--- src/rtl/evaluate_collect_if.sv ---
`default_nettype none
// +----------------------------------------------------------------------------+
// | Module   : evaluate_collect_if                                             |
// | Brief    : Board/term collection bus between the evaluators and collector. |
// | Revision : 1.0                                                             |
// +----------------------------------------------------------------------------+
interface evaluate_collect_if #(
    parameter int EVAL_WIDTH = 24,
    parameter int NUM_TERMS  = 8
);
    logic                            board_valid;
    logic                            clear_eval;
    logic [5:0]                      phase;
    logic [NUM_TERMS*EVAL_WIDTH-1:0] term_mg;
    logic [NUM_TERMS*EVAL_WIDTH-1:0] term_eg;
    logic [NUM_TERMS-1:0]            term_valid;
    logic [EVAL_WIDTH-1:0]           eval;
    logic                            eval_valid;

    modport master (
        output board_valid, clear_eval, phase, term_mg, term_eg, term_valid,
        input  eval, eval_valid
    );

    modport slave (
        input  board_valid, clear_eval, phase, term_mg, term_eg, term_valid,
        output eval, eval_valid
    );
endinterface
`default_nettype wire

--- src/rtl/evaluate_collect.sv ---
`default_nettype none
// +----------------------------------------------------------------------------+
// | Module   : evaluate_collect                                                |
// | Brief    : Collects per-evaluator mg/eg terms and produces a tapered eval. |
// | Revision : 1.0                                                             |
// +----------------------------------------------------------------------------+
module evaluate_collect #(
    parameter int EVAL_WIDTH = 24,
    parameter int NUM_TERMS  = 8
) (
    input  logic              clk,
    input  logic              reset,
    evaluate_collect_if.slave bus
);
    localparam int c_SUM_W = EVAL_WIDTH + 4;
    localparam int c_T_W   = EVAL_WIDTH + 12;

    localparam logic [2:0] c_IDLE    = 3'd0;
    localparam logic [2:0] c_COLLECT = 3'd1;
    localparam logic [2:0] c_SUM     = 3'd2;
    localparam logic [2:0] c_TAPER   = 3'd3;
    localparam logic [2:0] c_DONE    = 3'd4;

    localparam logic signed [c_T_W-1:0] c_EVAL_MAX =
        {{(c_T_W-EVAL_WIDTH+1){1'b0}}, {(EVAL_WIDTH-1){1'b1}}};
    localparam logic signed [c_T_W-1:0] c_EVAL_MIN =
        {{(c_T_W-EVAL_WIDTH+1){1'b1}}, {(EVAL_WIDTH-1){1'b0}}};

    logic [2:0]                    r_state;
    logic [2:0]                    w_state_next;
    logic [NUM_TERMS-1:0]          r_flags;
    logic [NUM_TERMS-1:0]          w_capture;
    logic [5:0]                    r_phase;
    logic [5:0]                    w_phase_clamped;
    logic signed [EVAL_WIDTH-1:0]  r_mg [NUM_TERMS];
    logic signed [EVAL_WIDTH-1:0]  r_eg [NUM_TERMS];
    logic signed [c_SUM_W-1:0]     r_mg_sum;
    logic signed [c_SUM_W-1:0]     r_eg_sum;
    logic signed [c_SUM_W-1:0]     w_mg_sum;
    logic signed [c_SUM_W-1:0]     w_eg_sum;
    logic signed [6:0]             w_phase_mg;
    logic signed [6:0]             w_phase_eg;
    logic signed [c_T_W-1:0]       w_t;
    logic signed [c_T_W-1:0]       w_shift;
    logic [EVAL_WIDTH-1:0]         w_eval_sat;
    logic [EVAL_WIDTH-1:0]         r_eval;
    logic                          r_eval_valid;

    assign w_phase_clamped = (bus.phase > 6'd32) ? 6'd32 : bus.phase;

    // Next-state and per-term capture enables; board_valid outranks clear_eval.
    always_comb begin
        w_state_next = r_state;
        w_capture    = '0;
        if (bus.board_valid) begin
            w_state_next = c_COLLECT;
        end else if (bus.clear_eval) begin
            w_state_next = c_IDLE;
        end else begin
            case (r_state)
                c_IDLE: begin
                    w_state_next = c_IDLE;
                end
                c_COLLECT: begin
                    w_capture = bus.term_valid & ~r_flags;
                    if (&(r_flags | w_capture)) begin
                        w_state_next = c_SUM;
                    end
                end
                c_SUM: begin
                    w_state_next = c_TAPER;
                end
                c_TAPER: begin
                    w_state_next = c_DONE;
                end
                c_DONE: begin
                    w_state_next = c_DONE;
                end
                default: begin
                    w_state_next = c_IDLE;
                end
            endcase
        end
    end

    always_ff @(posedge clk) begin
        if (reset) begin
            r_state <= c_IDLE;
        end else begin
            r_state <= w_state_next;
        end
    end

    always_comb begin
        w_mg_sum = '0;
        w_eg_sum = '0;
        for (int k = 0; k < NUM_TERMS; k++) begin
            w_mg_sum = w_mg_sum + c_SUM_W'(r_mg[k]);
            w_eg_sum = w_eg_sum + c_SUM_W'(r_eg[k]);
        end
    end

    assign w_phase_mg = {1'b0, r_phase};
    assign w_phase_eg = 7'sd32 - w_phase_mg;
    assign w_t        = c_T_W'(r_mg_sum) * c_T_W'(w_phase_mg)
                      + c_T_W'(r_eg_sum) * c_T_W'(w_phase_eg);
    assign w_shift    = w_t >>> 5;

    always_comb begin
        if (w_shift > c_EVAL_MAX) begin
            w_eval_sat = c_EVAL_MAX[EVAL_WIDTH-1:0];
        end else if (w_shift < c_EVAL_MIN) begin
            w_eval_sat = c_EVAL_MIN[EVAL_WIDTH-1:0];
        end else begin
            w_eval_sat = w_shift[EVAL_WIDTH-1:0];
        end
    end

    always_ff @(posedge clk) begin
        if (reset) begin
            for (int k = 0; k < NUM_TERMS; k++) begin
                r_mg[k] <= '0;
                r_eg[k] <= '0;
            end
        end else begin
            for (int k = 0; k < NUM_TERMS; k++) begin
                if (w_capture[k]) begin
                    r_mg[k] <= bus.term_mg[k*EVAL_WIDTH +: EVAL_WIDTH];
                    r_eg[k] <= bus.term_eg[k*EVAL_WIDTH +: EVAL_WIDTH];
                end
            end
        end
    end

    // The tapered total is shifted and saturated straight into the eval register
    // during TAPER so the result is already in place on entry to DONE.
    always_ff @(posedge clk) begin
        if (reset) begin
            r_phase      <= '0;
            r_flags      <= '0;
            r_mg_sum     <= '0;
            r_eg_sum     <= '0;
            r_eval       <= '0;
            r_eval_valid <= 1'b0;
        end else if (bus.board_valid) begin
            r_phase      <= w_phase_clamped;
            r_flags      <= '0;
            r_eval_valid <= 1'b0;
        end else if (bus.clear_eval) begin
            r_flags      <= '0;
            r_eval_valid <= 1'b0;
        end else begin
            r_flags <= r_flags | w_capture;
            if (r_state == c_SUM) begin
                r_mg_sum <= w_mg_sum;
                r_eg_sum <= w_eg_sum;
            end
            if (r_state == c_TAPER) begin
                r_eval       <= w_eval_sat;
                r_eval_valid <= 1'b1;
            end
        end
    end

    assign bus.eval       = r_eval;
    assign bus.eval_valid = r_eval_valid;
endmodule
`default_nettype wire

--- src/flat_wrapper.sv ---
// flat-port wrapper written by rule: the top's interface ports become plain ports
module evaluate_collect_flat 
#(
    parameter int EVAL_WIDTH = 24,
    parameter int NUM_TERMS  = 8
)
  (clk, reset, bus_board_valid, bus_clear_eval, bus_phase, bus_term_mg, bus_term_eg, bus_term_valid, bus_eval, bus_eval_valid);
  evaluate_collect_if #(.EVAL_WIDTH(EVAL_WIDTH), .NUM_TERMS(NUM_TERMS)) bus_i ();
  input  logic clk;
  input  logic reset;
  input wire logic [$bits(bus_i.board_valid)-1:0] bus_board_valid;
  input wire logic [$bits(bus_i.clear_eval)-1:0] bus_clear_eval;
  input wire logic [$bits(bus_i.phase)-1:0] bus_phase;
  input wire logic [$bits(bus_i.term_mg)-1:0] bus_term_mg;
  input wire logic [$bits(bus_i.term_eg)-1:0] bus_term_eg;
  input wire logic [$bits(bus_i.term_valid)-1:0] bus_term_valid;
  output wire logic [$bits(bus_i.eval)-1:0] bus_eval;
  output wire logic [$bits(bus_i.eval_valid)-1:0] bus_eval_valid;
  assign bus_i.board_valid = bus_board_valid;
  assign bus_i.clear_eval = bus_clear_eval;
  assign bus_i.phase = bus_phase;
  assign bus_i.term_mg = bus_term_mg;
  assign bus_i.term_eg = bus_term_eg;
  assign bus_i.term_valid = bus_term_valid;
  assign bus_eval = bus_i.eval;
  assign bus_eval_valid = bus_i.eval_valid;
  evaluate_collect #(.EVAL_WIDTH(EVAL_WIDTH), .NUM_TERMS(NUM_TERMS)) u_core (.clk(clk), .reset(reset), .bus(bus_i));
endmodule
--- config.mk ---
export PLATFORM = sky130hd
export DESIGN_NAME = evaluate_collect_flat
export DESIGN_NICKNAME = d
export VERILOG_FILES = /design/src/rtl/evaluate_collect_if.sv /design/src/rtl/evaluate_collect.sv /design/src/flat_wrapper.sv
export SDC_FILE = /design/constraint.sdc
export NUM_CORES = 2
export LEC_CHECK = 0
export CORE_MARGIN = 1.5
export CORE_UTILIZATION = 33
export CTS_CLUSTER_SIZE = 20
export DETAILED_ROUTE_END_ITERATION = 10
export SYNTH_ARGS = -nofsm -noshare
export SYNTH_HDL_FRONTEND = slang
export SYNTH_SLANG_ARGS = --single-unit
export TNS_END_PERCENT = 30
--- constraint.sdc ---
create_clock -name clk -period 11.15 [get_ports clk]
set_input_delay 2.23 -clock clk [delete_from_list [all_inputs] [get_ports clk]]
set_output_delay 2.23 -clock clk [all_outputs]
set_load 0.03 [all_outputs]
==> results.json <==
{
  "run_status": "finished, final reports clean",
  "worstPathRequired_ps": 11710,
  "path_clk_slew_ps": 60,
  "arrival_ps": 9400,
  "setup_viol": 0,
  "min_path_cells": 2,
  "cts-buffers-inserted": 54,
  "regToRegStartpoint": "u_core.r_phase[1]",
  "grt_overflow": 0,
  "post_dp_cell_area_um2": 46600,
  "hold_buffers": 0,
  "drive_above_1_share_pct": 4.43,
  "cp_max_fo": 30,
  "netlist_area_um2": 40400,
  "clk_latency_ps": 650,
  "ys_seq_area_share_pct": 33.4,
  "rsz0062_at_grt": "no",
  "gp_congestion": 0.851,
  "hold_slack_ps": 484,
  "r2r-end": "u_core.bus.eval[1]",
  "antenna_found_initial": 14,
  "area_growth_pct": 19.8,
  "fin_worst_skew_ps": 29.7,
  "worst_pin_slew_ps": 1110,
  "via_per_inst": 4.60,
  "drt_iter0_drc": 1472,
  "start_kind": "flip-flop",
  "max_freq_mhz": 113,
  "io_buffers": 426,
  "grt_start_max_net_pins": 79,
  "min_path_type": "reg -> reg",
  "htree_levels": 2,
  "num_vias": 26500,
  "ys_ff_latch": 482,
  "rows": 128,
  "place_hpwl_um": 88400,
  "ctsResizeCount": 0,
  "fill_cells": 11700,
  "clock-sinks": 482,
  "synthArstFlopShare_pct": 0,
  "cts_setup_buffers": 0,
  "die_h_um": 353,
  "vdd_drop_max_mv": 0.114,
  "fin_nets": 5282,
  "io_pins": 427,
  "drtPass1Iterations": 5,
  "min_from": "u_core.bus.eval[23]",
  "synth_edf_count": 384,
  "avgSynthCellArea_um2": 11.0,
  "die_w_um": 353,
  "synth_cells": 3678,
  "tns_ps": 0,
  "ant_nets": 0,
  "hold_viol": 0,
  "p_per_area_nw_per_um2": 145,
  "r2r_slack_ps": 2310,
  "holdPathEnd": "u_core.bus.eval[23]",
  "wl_per_cell_um": 18.7,
  "ys_warn_count": 0,
  "postLayoutCellArea_um2": 48400,
  "finalMaxSlewViolations": 0,
  "drcViolationCount": 0,
  "min_period_over_period_pct": 79.3,
  "synth_cell_types": 66,
  "grt_pass1_vias": 29100,
  "leakage_nw": 21.3,
  "fin_crit_ps": 8840,
  "slew_headroom_pct": 24.3,
  "wl_um": 108000,
  "grtUsageTotal_pct": 17.5,
  "synth_ff_type": "edfxtp_1",
  "initial_core_util_pct": 33.2,
  "cts_tree": "done",
  "end_kind": "flip-flop",
  "coreArea_um2": 122000,
  "maxCapViolCount": 0,
  "grt_pass1_wl_um": 169000,
  "die_area_um2": 124000,
  "ff2ff_path_depth": 26,
  "cts-root-buf": "clkbuf_16",
  "syn_nets": 4870,
  "crit_type": "reg -> reg",
  "crit_start": "u_core.r_phase[1]",
  "clockBufferDepth": 3
}
## Yosys cell counts, types with 75 or more instances
library cell	number	share of area, %
inv_1	665	6.2
fa_1	583	29
and2_1	457	7.1
edfxtp_1	384	29
nand2_1	277	2.6
ha_1	207	6.4
nor2b_1	140	2.2
a21oi_1	136	1.7
nor2_1	125	1.2
clkbuf_1	99	0.92
dfxtp_1	98	4.9
xnor2_1	75	1.6
## critical path, cell delays in order (launching register included)
cell       delay [ps]
dfxtp_1           300
buf_4             300
inv_1             100
ha_1             1020
nand2_1           190
fa_1              570
inv_1              50
fa_1              550
fa_1              430
fa_1              460
fa_1              490
inv_1              50
fa_1              470
inv_1              40
ha_1              330
a21o_1            200
a2111oi_0         440
o21bai_1          140
nand3b_4          220
a21oi_4           190
a211o_1           240
a21oi_1           150
a311o_1           410
nand4bb_1         200
nand3_1           650
o311ai_0          280
a211oi_1          270
## placed cells by master, fill, tap and decap left out, types with 20 or more instances in the layout
cell type	netlist	routed
clkdlybuf4s50_1	0	425
ha_1	207	207
a21oi_1	136	136
buf_4	1	38
and2_1	457	457
o21a_1	21	21
xor2_1	48	47
nand2b_1	22	22
fa_1	583	583
dfxtp_1	98	95
clkbuf_16	0	54
edfxtp_1	384	384
nor2_1	125	125
xnor2_1	75	74
o21ai_0	51	50
nor2b_1	140	140
a211oi_2	20	20
a21o_1	30	30
nand2_1	277	277
inv_1	665	665
## per-stage QoR
stage               utilization (%)  setup WS [ps]  total power [mW]  std cells
global route                   39.8           1650              7.60       5763
global placement               38.4           2340              5.27       5659
CTS                            39.8           2230              7.13       5759
floorplan                         -           3470              4.37       3678
finish                         39.8           2310              7.01       5764
detailed placement             38.4           2230              5.31       5659
## cell type report
cell class,instances,area [µm²],share of cell area [%]
Sequential cell,482,13500,27.9
Inverter,665,2500,5.16
Tap cell,1625,2030,4.20
Clock inverter,40,380,0.786
Antenna cell,5,12.5,0.0259
Multi-Input combinational cell,2423,24100,49.7
Timing Repair Buffer,464,4550,9.40
Clock buffer,60,1370,2.84
## kinds of logic after synthesis
logic type | after synthesis | synth area share [%]
AND/OR/NAND/NOR | 1137 | 15.2
AO/OA/AOI/OAI | 369 | 6.09
buffers and inverters | 773 | 7.26
XOR/XNOR | 123 | 2.67
multiplexers | 4 | 0.0991
adder cells (fa/ha/maj) | 790 | 35.3
flip-flops | 482 | 33.4
## registers in the layout (all words and copies together) (netlist names)
register,cells
u_core.r_phase,6
u_core.bus.eval,24
u_core.r_mg,192
u_core.r_flags,8
u_core.r_state,3
u_core.r_eg_sum,28
u_core.bus.eval_valid,1
u_core.r_eg,192
u_core.r_mg_sum,28
## layer usage
metal	vias to the layer above	track usage (%)	routed length, µm
met5	-	0	106
met4	16	4.36	2530
met3	117	2.79	5600
met2	619	29.2	50800
met1	13300	23.8	48900
li1	12400	-	-
## worst max-delay path by stage
stage	endpoint	slack, ps	depth (start not counted)
after floorplan	u_core.bus.eval[10]	3470	29
after global placement	u_core.bus.eval[1]	2340	26
after detailed placement	u_core.bus.eval[1]	2230	26
after CTS	u_core.bus.eval[1]	2230	26
after global routing	u_core.bus.eval[1]	1650	26
final	u_core.bus.eval[1]	2310	26
## report_power, final
group / leakage (nW) / total (mW) / internal [mW] / switching, mW
clock network: 0.849 / 1.79 / 1.01 / 0.782
registers: 4.80 / 2.04 / 2.01 / 0.0328
logic: 15.6 / 3.17 / 1.41 / 1.77
total: 21.3 / 7.01 / 4.43 / 2.58
(Power assumes the default switching activity.)
